$ cat src/rtl/dac_sample_sender.sv
// Fetches one waveform sample per accepted table address from a synchronous ROM and
// ships it MSB-first, behind a command nibble, to a serial DAC as a single SPI frame.
module dac_sample_sender #(
  parameter int unsigned ADDR_W  = 12,
  parameter logic [3:0]  CMD     = 4'b0011,
  parameter int unsigned ROM_LAT = 1,
  parameter int unsigned CLK_DIV = 2,
  parameter int unsigned GAP     = 2
) (
  input  logic              clk,
  input  logic              rst,
  input  logic [ADDR_W-1:0] address,
  input  logic              addr_valid,
  output logic              ready,
  output logic [ADDR_W-1:0] rom_addr,
  output logic              rom_en,
  input  logic [ADDR_W-1:0] rom_data,
  output logic              dac_cs_n,
  output logic              dac_sclk,
  output logic              dac_mosi,
  output logic              frame_done
);

  localparam int unsigned FRAME_W  = 4 + ADDR_W;
  localparam int unsigned BIT_W    = $clog2(FRAME_W + 1);
  localparam int unsigned DIV_W    = $clog2(CLK_DIV + 1);
  localparam int unsigned WAIT_MAX = (ROM_LAT > GAP) ? ROM_LAT : GAP;
  localparam int unsigned WAIT_W   = $clog2(WAIT_MAX + 1);

  typedef enum logic [2:0] {
    S_IDLE,
    S_FETCH,
    S_WAIT,
    S_LOAD,
    S_SHIFT,
    S_GAP
  } state_t;

  state_t              state_q, state_d;
  logic [FRAME_W-1:0]  shreg_q, shreg_d;
  logic [BIT_W-1:0]    bit_q, bit_d;
  logic [DIV_W-1:0]    div_q, div_d;
  logic [WAIT_W-1:0]   wait_q, wait_d;
  logic [ADDR_W-1:0]   rom_addr_d;
  logic                rom_en_d, cs_n_d, sclk_d, mosi_d, done_d;

  assign ready = (state_q == S_IDLE);

  always_comb begin
    // NOTE: every signal gets a default before the case so no path leaves one unassigned (no latch).
    state_d    = state_q;
    shreg_d    = shreg_q;
    bit_d      = bit_q;
    div_d      = div_q;
    wait_d     = wait_q;
    rom_addr_d = rom_addr;
    rom_en_d   = 1'b0;
    cs_n_d     = dac_cs_n;
    sclk_d     = dac_sclk;
    mosi_d     = dac_mosi;
    done_d     = 1'b0;

    unique case (state_q)
      S_IDLE: begin
        if (addr_valid) begin
          rom_addr_d = address;
          rom_en_d   = 1'b1;
          state_d    = S_FETCH;
        end
      end
      S_FETCH: begin
        wait_d  = '0;
        state_d = S_WAIT;
      end
      S_WAIT: begin
        // The ROM word is only guaranteed on the last wait cycle, so it is captured exactly once here.
        if (wait_q == WAIT_W'(ROM_LAT - 1)) begin
          shreg_d = {CMD, rom_data};
          state_d = S_LOAD;
        end else begin
          wait_d = wait_q + 1'b1;
        end
      end
      S_LOAD: begin
        cs_n_d  = 1'b0;
        sclk_d  = 1'b0;
        mosi_d  = shreg_q[FRAME_W-1];
        div_d   = '0;
        bit_d   = '0;
        state_d = S_SHIFT;
      end
      S_SHIFT: begin
        if (div_q == DIV_W'(CLK_DIV - 1)) begin
          div_d = '0;
          if (!dac_sclk) begin
            sclk_d = 1'b1;
          end else if (bit_q == BIT_W'(FRAME_W - 1)) begin
            sclk_d  = 1'b0;
            cs_n_d  = 1'b1;
            mosi_d  = 1'b0;
            done_d  = 1'b1;
            wait_d  = '0;
            state_d = S_GAP;
          end else begin
            // Data moves only on the falling SCLK edge; the DAC samples on the rise.
            sclk_d  = 1'b0;
            mosi_d  = shreg_q[FRAME_W-2];
            shreg_d = shreg_q << 1;
            bit_d   = bit_q + 1'b1;
          end
        end else begin
          div_d = div_q + 1'b1;
        end
      end
      S_GAP: begin
        if (wait_q == WAIT_W'(GAP - 1)) state_d = S_IDLE;
        else                            wait_d  = wait_q + 1'b1;
      end
      default: state_d = S_IDLE;
    endcase
  end

  always_ff @(posedge clk or negedge rst) begin
    if (!rst) begin
      state_q    <= S_IDLE;
      shreg_q    <= '0;
      bit_q      <= '0;
      div_q      <= '0;
      wait_q     <= '0;
      rom_addr   <= '0;
      rom_en     <= 1'b0;
      dac_cs_n   <= 1'b1;
      dac_sclk   <= 1'b0;
      dac_mosi   <= 1'b0;
      frame_done <= 1'b0;
    end else begin
      // NOTE: non-blocking assignments so every register updates from pre-edge values.
      state_q    <= state_d;
      shreg_q    <= shreg_d;
      bit_q      <= bit_d;
      div_q      <= div_d;
      wait_q     <= wait_d;
      rom_addr   <= rom_addr_d;
      rom_en     <= rom_en_d;
      dac_cs_n   <= cs_n_d;
      dac_sclk   <= sclk_d;
      dac_mosi   <= mosi_d;
      frame_done <= done_d;
    end
  end

endmodule

$ cat config.mk
export PLATFORM = sky130hd
export DESIGN_NAME = dac_sample_sender
export DESIGN_NICKNAME = d
export VERILOG_FILES = /design/src/rtl/dac_sample_sender.sv
export SDC_FILE = /design/constraint.sdc
export NUM_CORES = 1
export LEC_CHECK = 0
export BUFFER_PORTS_ARGS = -buffer_cell sky130_fd_sc_hd__buf_2
export CAP_MARGIN = 20
export CORE_MARGIN = 5
export CORE_UTILIZATION = 30
export DETAILED_ROUTE_END_ITERATION = 10
export PLACE_DENSITY = 0.61
export SLEW_MARGIN = 10
export SYNTH_ARGS = -nofsm -noshare
export SYNTH_HDL_FRONTEND = slang
export SYNTH_SLANG_ARGS = --single-unit
$ cat constraint.sdc
create_clock -name clk -period 1.9 [get_ports clk]
set_clock_uncertainty 0.2 [all_clocks]
set_input_delay 0.285 -clock clk [delete_from_list [all_inputs] [get_ports clk]]
set_output_delay 0.285 -clock clk [all_outputs]
set_load 0.02 [all_outputs]
==> flow_metrics.py <==
metrics = {
    "die": {
        "core.rowCount": 31,
        "ioPinCount": 45,
        "die_h_um": 95.2,
        "die_x_um": 95.2,
        "dieArea_sq_um": 9060,
        "start_util": 0.303,
        "core-area_sq_um": 7180,
    },
    "global_route": {
        "globalRoute.totalOverflow": 0,
        "grtUsageTotal": 0.110,
        "grt_pass1_vias": 1668,
        "antenna_found_initial": 0,
        "gr-usage-met3": 0.0316,
        "top_usage_layer": "met2",
        "grt_pass1_wl_um": 7840,
        "grtUsageMet2": 0.171,
        "grt_max_degree": 46,
        "grtUsageMet1": 0.144,
    },
    "synthesis": {
        "yosysWarnings": 0,
        "yosys-top-cells-count": "dfrtp_1, a21oi_1, mux2_2, nand2b_1, o221a_1",
        "post-synth-top-count-cell": "dfrtp_1",
        "synth_cell_types": 44,
        "synthesis.area_sq_um": 2180,
        "yosysTopAreaCell": "dfrtp_1",
        "syn_inst": 186,
        "synth_ff_type": "dfrtp_1",
        "synth_area_leaders": "dfrtp_1, mux2_2, o221a_1",
        "ys_seq_area_frac": 0.518,
        "synth-async-reset-ratio": 1.00,
        "synth_edf_count": 0,
        "netlist.area_leader.share": 0.506,
        "synth_area_per_cell_sq_um": 11.7,
        "synth_nets": 217,
        "synth_seq_cells": 45,
    },
    "cts": {
        "numCtsBuffers": 5,
        "clk_pin_slew_ns": 0.08,
        "tritoncts": "yes",
        "clockBufferDepth": 2,
        "clock_sinks": 45,
        "clk_latency_ns": 0.30,
        "clockRootBuffer": "clkbuf_8",
        "htreeDepth": 2,
    },
    "sta": {
        "setup_slack_ns": -0.107,
        "hold_viol_final": 0,
        "relSlewSlack": 0.576,
        "fin_crit_sh": 1.06,
        "setup_viol": 22,
        "rsz0062_at_grt": "yes",
        "period_needed_ns": 2.01,
        "fin_setup_tns_ns": -1.47,
        "fmax_mhz": 498,
        "worst_pin_slew_ns": 0.634,
        "slew_viol_final": 0,
    },
    "worst_setup_path": {
        "crit_type": "reg -> reg",
        "critPathMaxStageDelay_ns": 0.39,
        "cp_top_family": "simple AND/OR/NAND/NOR gates",
        "worstPathRequired_ns": 1.87,
        "critPathBufInv": 2,
        "cp_data_arrival_time_ns": 1.98,
        "endpoint_kind": "register",
        "slowest_stage": "dfrtp_1",
        "critical_path.most_common_cell": "buf_6",
        "cp_max_fo": 6,
        "path_cells": "ha_2 > and3_4 > ha_4 > and4bb_2 > buf_6 > buf_6 > and2_4 > a311oi_1",
        "critPathLaunchType": "register",
    },
    "finish": {
        "area_growth_pct": 36.3,
        "postLayoutCoreUtil": 0.413,
        "layout-drive-gt1-share": 0.481,
        "final_nets": 290,
        "instances_no_fill": 359,
        "diodes": 0,
    },
    "place": {
        "hpwl_um": 3360,
        "numPortBuffers": 44,
        "dp.cells": 339,
        "gp_congestion": 0.739,
    },
    "routing": {
        "dr.pass1.iters": 4,
        "drc": 0,
        "ant_nets": 0,
        "drt_iter0_drc": 105,
        "via_per_inst": 4.75,
        "routed_wirelength_um": 5070,
        "routedWlPerCell_um": 14.1,
        "via_count": 1704,
    },
    "power_and_ir_drop": {
        "total_leakage_power_nw": 1.32,
        "vdd_drop_max_uv": 246,
        "finalPower_mw": 1.67,
        "powerDensity_nw_per_um2": 564,
    },
    "status": {
        "outcome": "complete, but fails checks",
        "violations": "negative setup slack",
    },
    "hold_path": {
        "hp-class": "in -> reg",
    },
    "run": {
        "maxCapViolations": 0,
    },
}
[repair_timing]
action | 4_1_cts | 5_1_grt
setup endpoints to repair | 19 | 25
hold buffers | 1 | 0
setup buffers | 3 | 8
resized for setup | 5 | 23
pin swaps | 1 | 8
endpoints found under the hold margin | 44 | 0
[tightest hold or removal path, stage by stage]
cell and delay (ns):
buf_2 0.08, nand2_1 0.04, o21ai_0 0.06
[cells in the final DEF (no fill, tap or decap), types with 3 or more instances in the layout]
| cell type | count |
|---|---|
| buf_6 | 4 |
| buf_4 | 28 |
| nor2_1 | 5 |
| clkbuf_8 | 5 |
| a211oi_1 | 3 |
| dfrtp_1 | 44 |
| o21ai_1 | 3 |
| a21oi_1 | 14 |
| o221a_1 | 10 |
| nand2_1 | 7 |
| buf_2 | 43 |
| buf_12 | 3 |
| nand2b_1 | 14 |
| mux2_2 | 14 |
| inv_1 | 6 |
[final timing paths]
check,start,slack [ns],depth (start not counted),end
setup / recovery,bit_q[0]$_DFFE_PN0P_,-0.11,8,bit_q[3]$_DFFE_PN0P_
hold / removal,rom_data[0],0.006,3,shreg_q[0]$_DFFE_PN0P_
setup reg to reg,bit_q[0]$_DFFE_PN0P_,-0.11,8,bit_q[3]$_DFFE_PN0P_
hold reg to reg,rom_addr[11]$_DFFE_PN0P_,0.31,1,rom_addr[11]$_DFFE_PN0P_
max in group asynchronous,rst,0.93,3,dac_cs_n$_DFFE_PN1P_
min in group asynchronous,rst,0.28,3,shreg_q[4]$_DFFE_PN0P_
[routing by layer]
| layer | part of all wire | wire length (um) |
|---|---|---|
| met1 | 0.45 | 2300 |
| met2 | 0.49 | 2480 |
| met3 | 0.043 | 218 |
| met4 | 0.014 | 73 |
| met5 | 0 | 0 |
[state kept, by name, summed over array words and instances, names as in the netlist]
register    flops
rom_en          1
bit_q           5
rom_addr       12
dac_cs_n        1
div_q           2
state_q         3
wait_q          2
frame_done      1
shreg_q        16
dac_mosi        1
dac_sclk        1
[report_power, final]
group | internal (mW) | switching, mW | total [mW] | leakage (nW)
registers | 0.976 | 0.00996 | 0.986 | 0.573
clock network | 0.259 | 0.318 | 0.577 | 0.0422
logic | 0.0523 | 0.0563 | 0.109 | 0.706
[stage by stage]
step | area (sq um) | hold WS (ns) | setup WS [ns]
after global routing | 2970 | 0.00283 | -0.167
final | 2970 | 0.00616 | -0.107
after detailed placement | 2680 | 0.0861 | -0.0646
after global placement | 2680 | 0.0851 | -0.00904
after CTS | 2820 | 0.000221 | -0.0649
after floorplan | 2200 | -0.211 | -0.0752
[cell type report]
cell class / count / area (sq um)
clock inverter: 1 / 5.00
multi-input combinational: 122 / 1070
sequential: 45 / 1130
tap: 99 / 124
fill: 709 / 4210
inverter: 6 / 22.5
clock buffer: 7 / 76.3
timing repair buffer: 79 / 541
[logic make-up (layout without fill, tap and decap cells)]
| group | after synthesis | count (layout) | synth area share |
|---|---|---|---|
| buffers and inverters | 19 | 93 | 0.0431 |
| adders and majority gates | 4 | 4 | 0.0230 |
| muxes | 16 | 16 | 0.0822 |
| and+or+nand+nor | 53 | 53 | 0.168 |
| DFF | 45 | 45 | 0.518 |
| AOI/OAI and AO/OA | 49 | 49 | 0.166 |
Power figures use the tool's default switching activity.
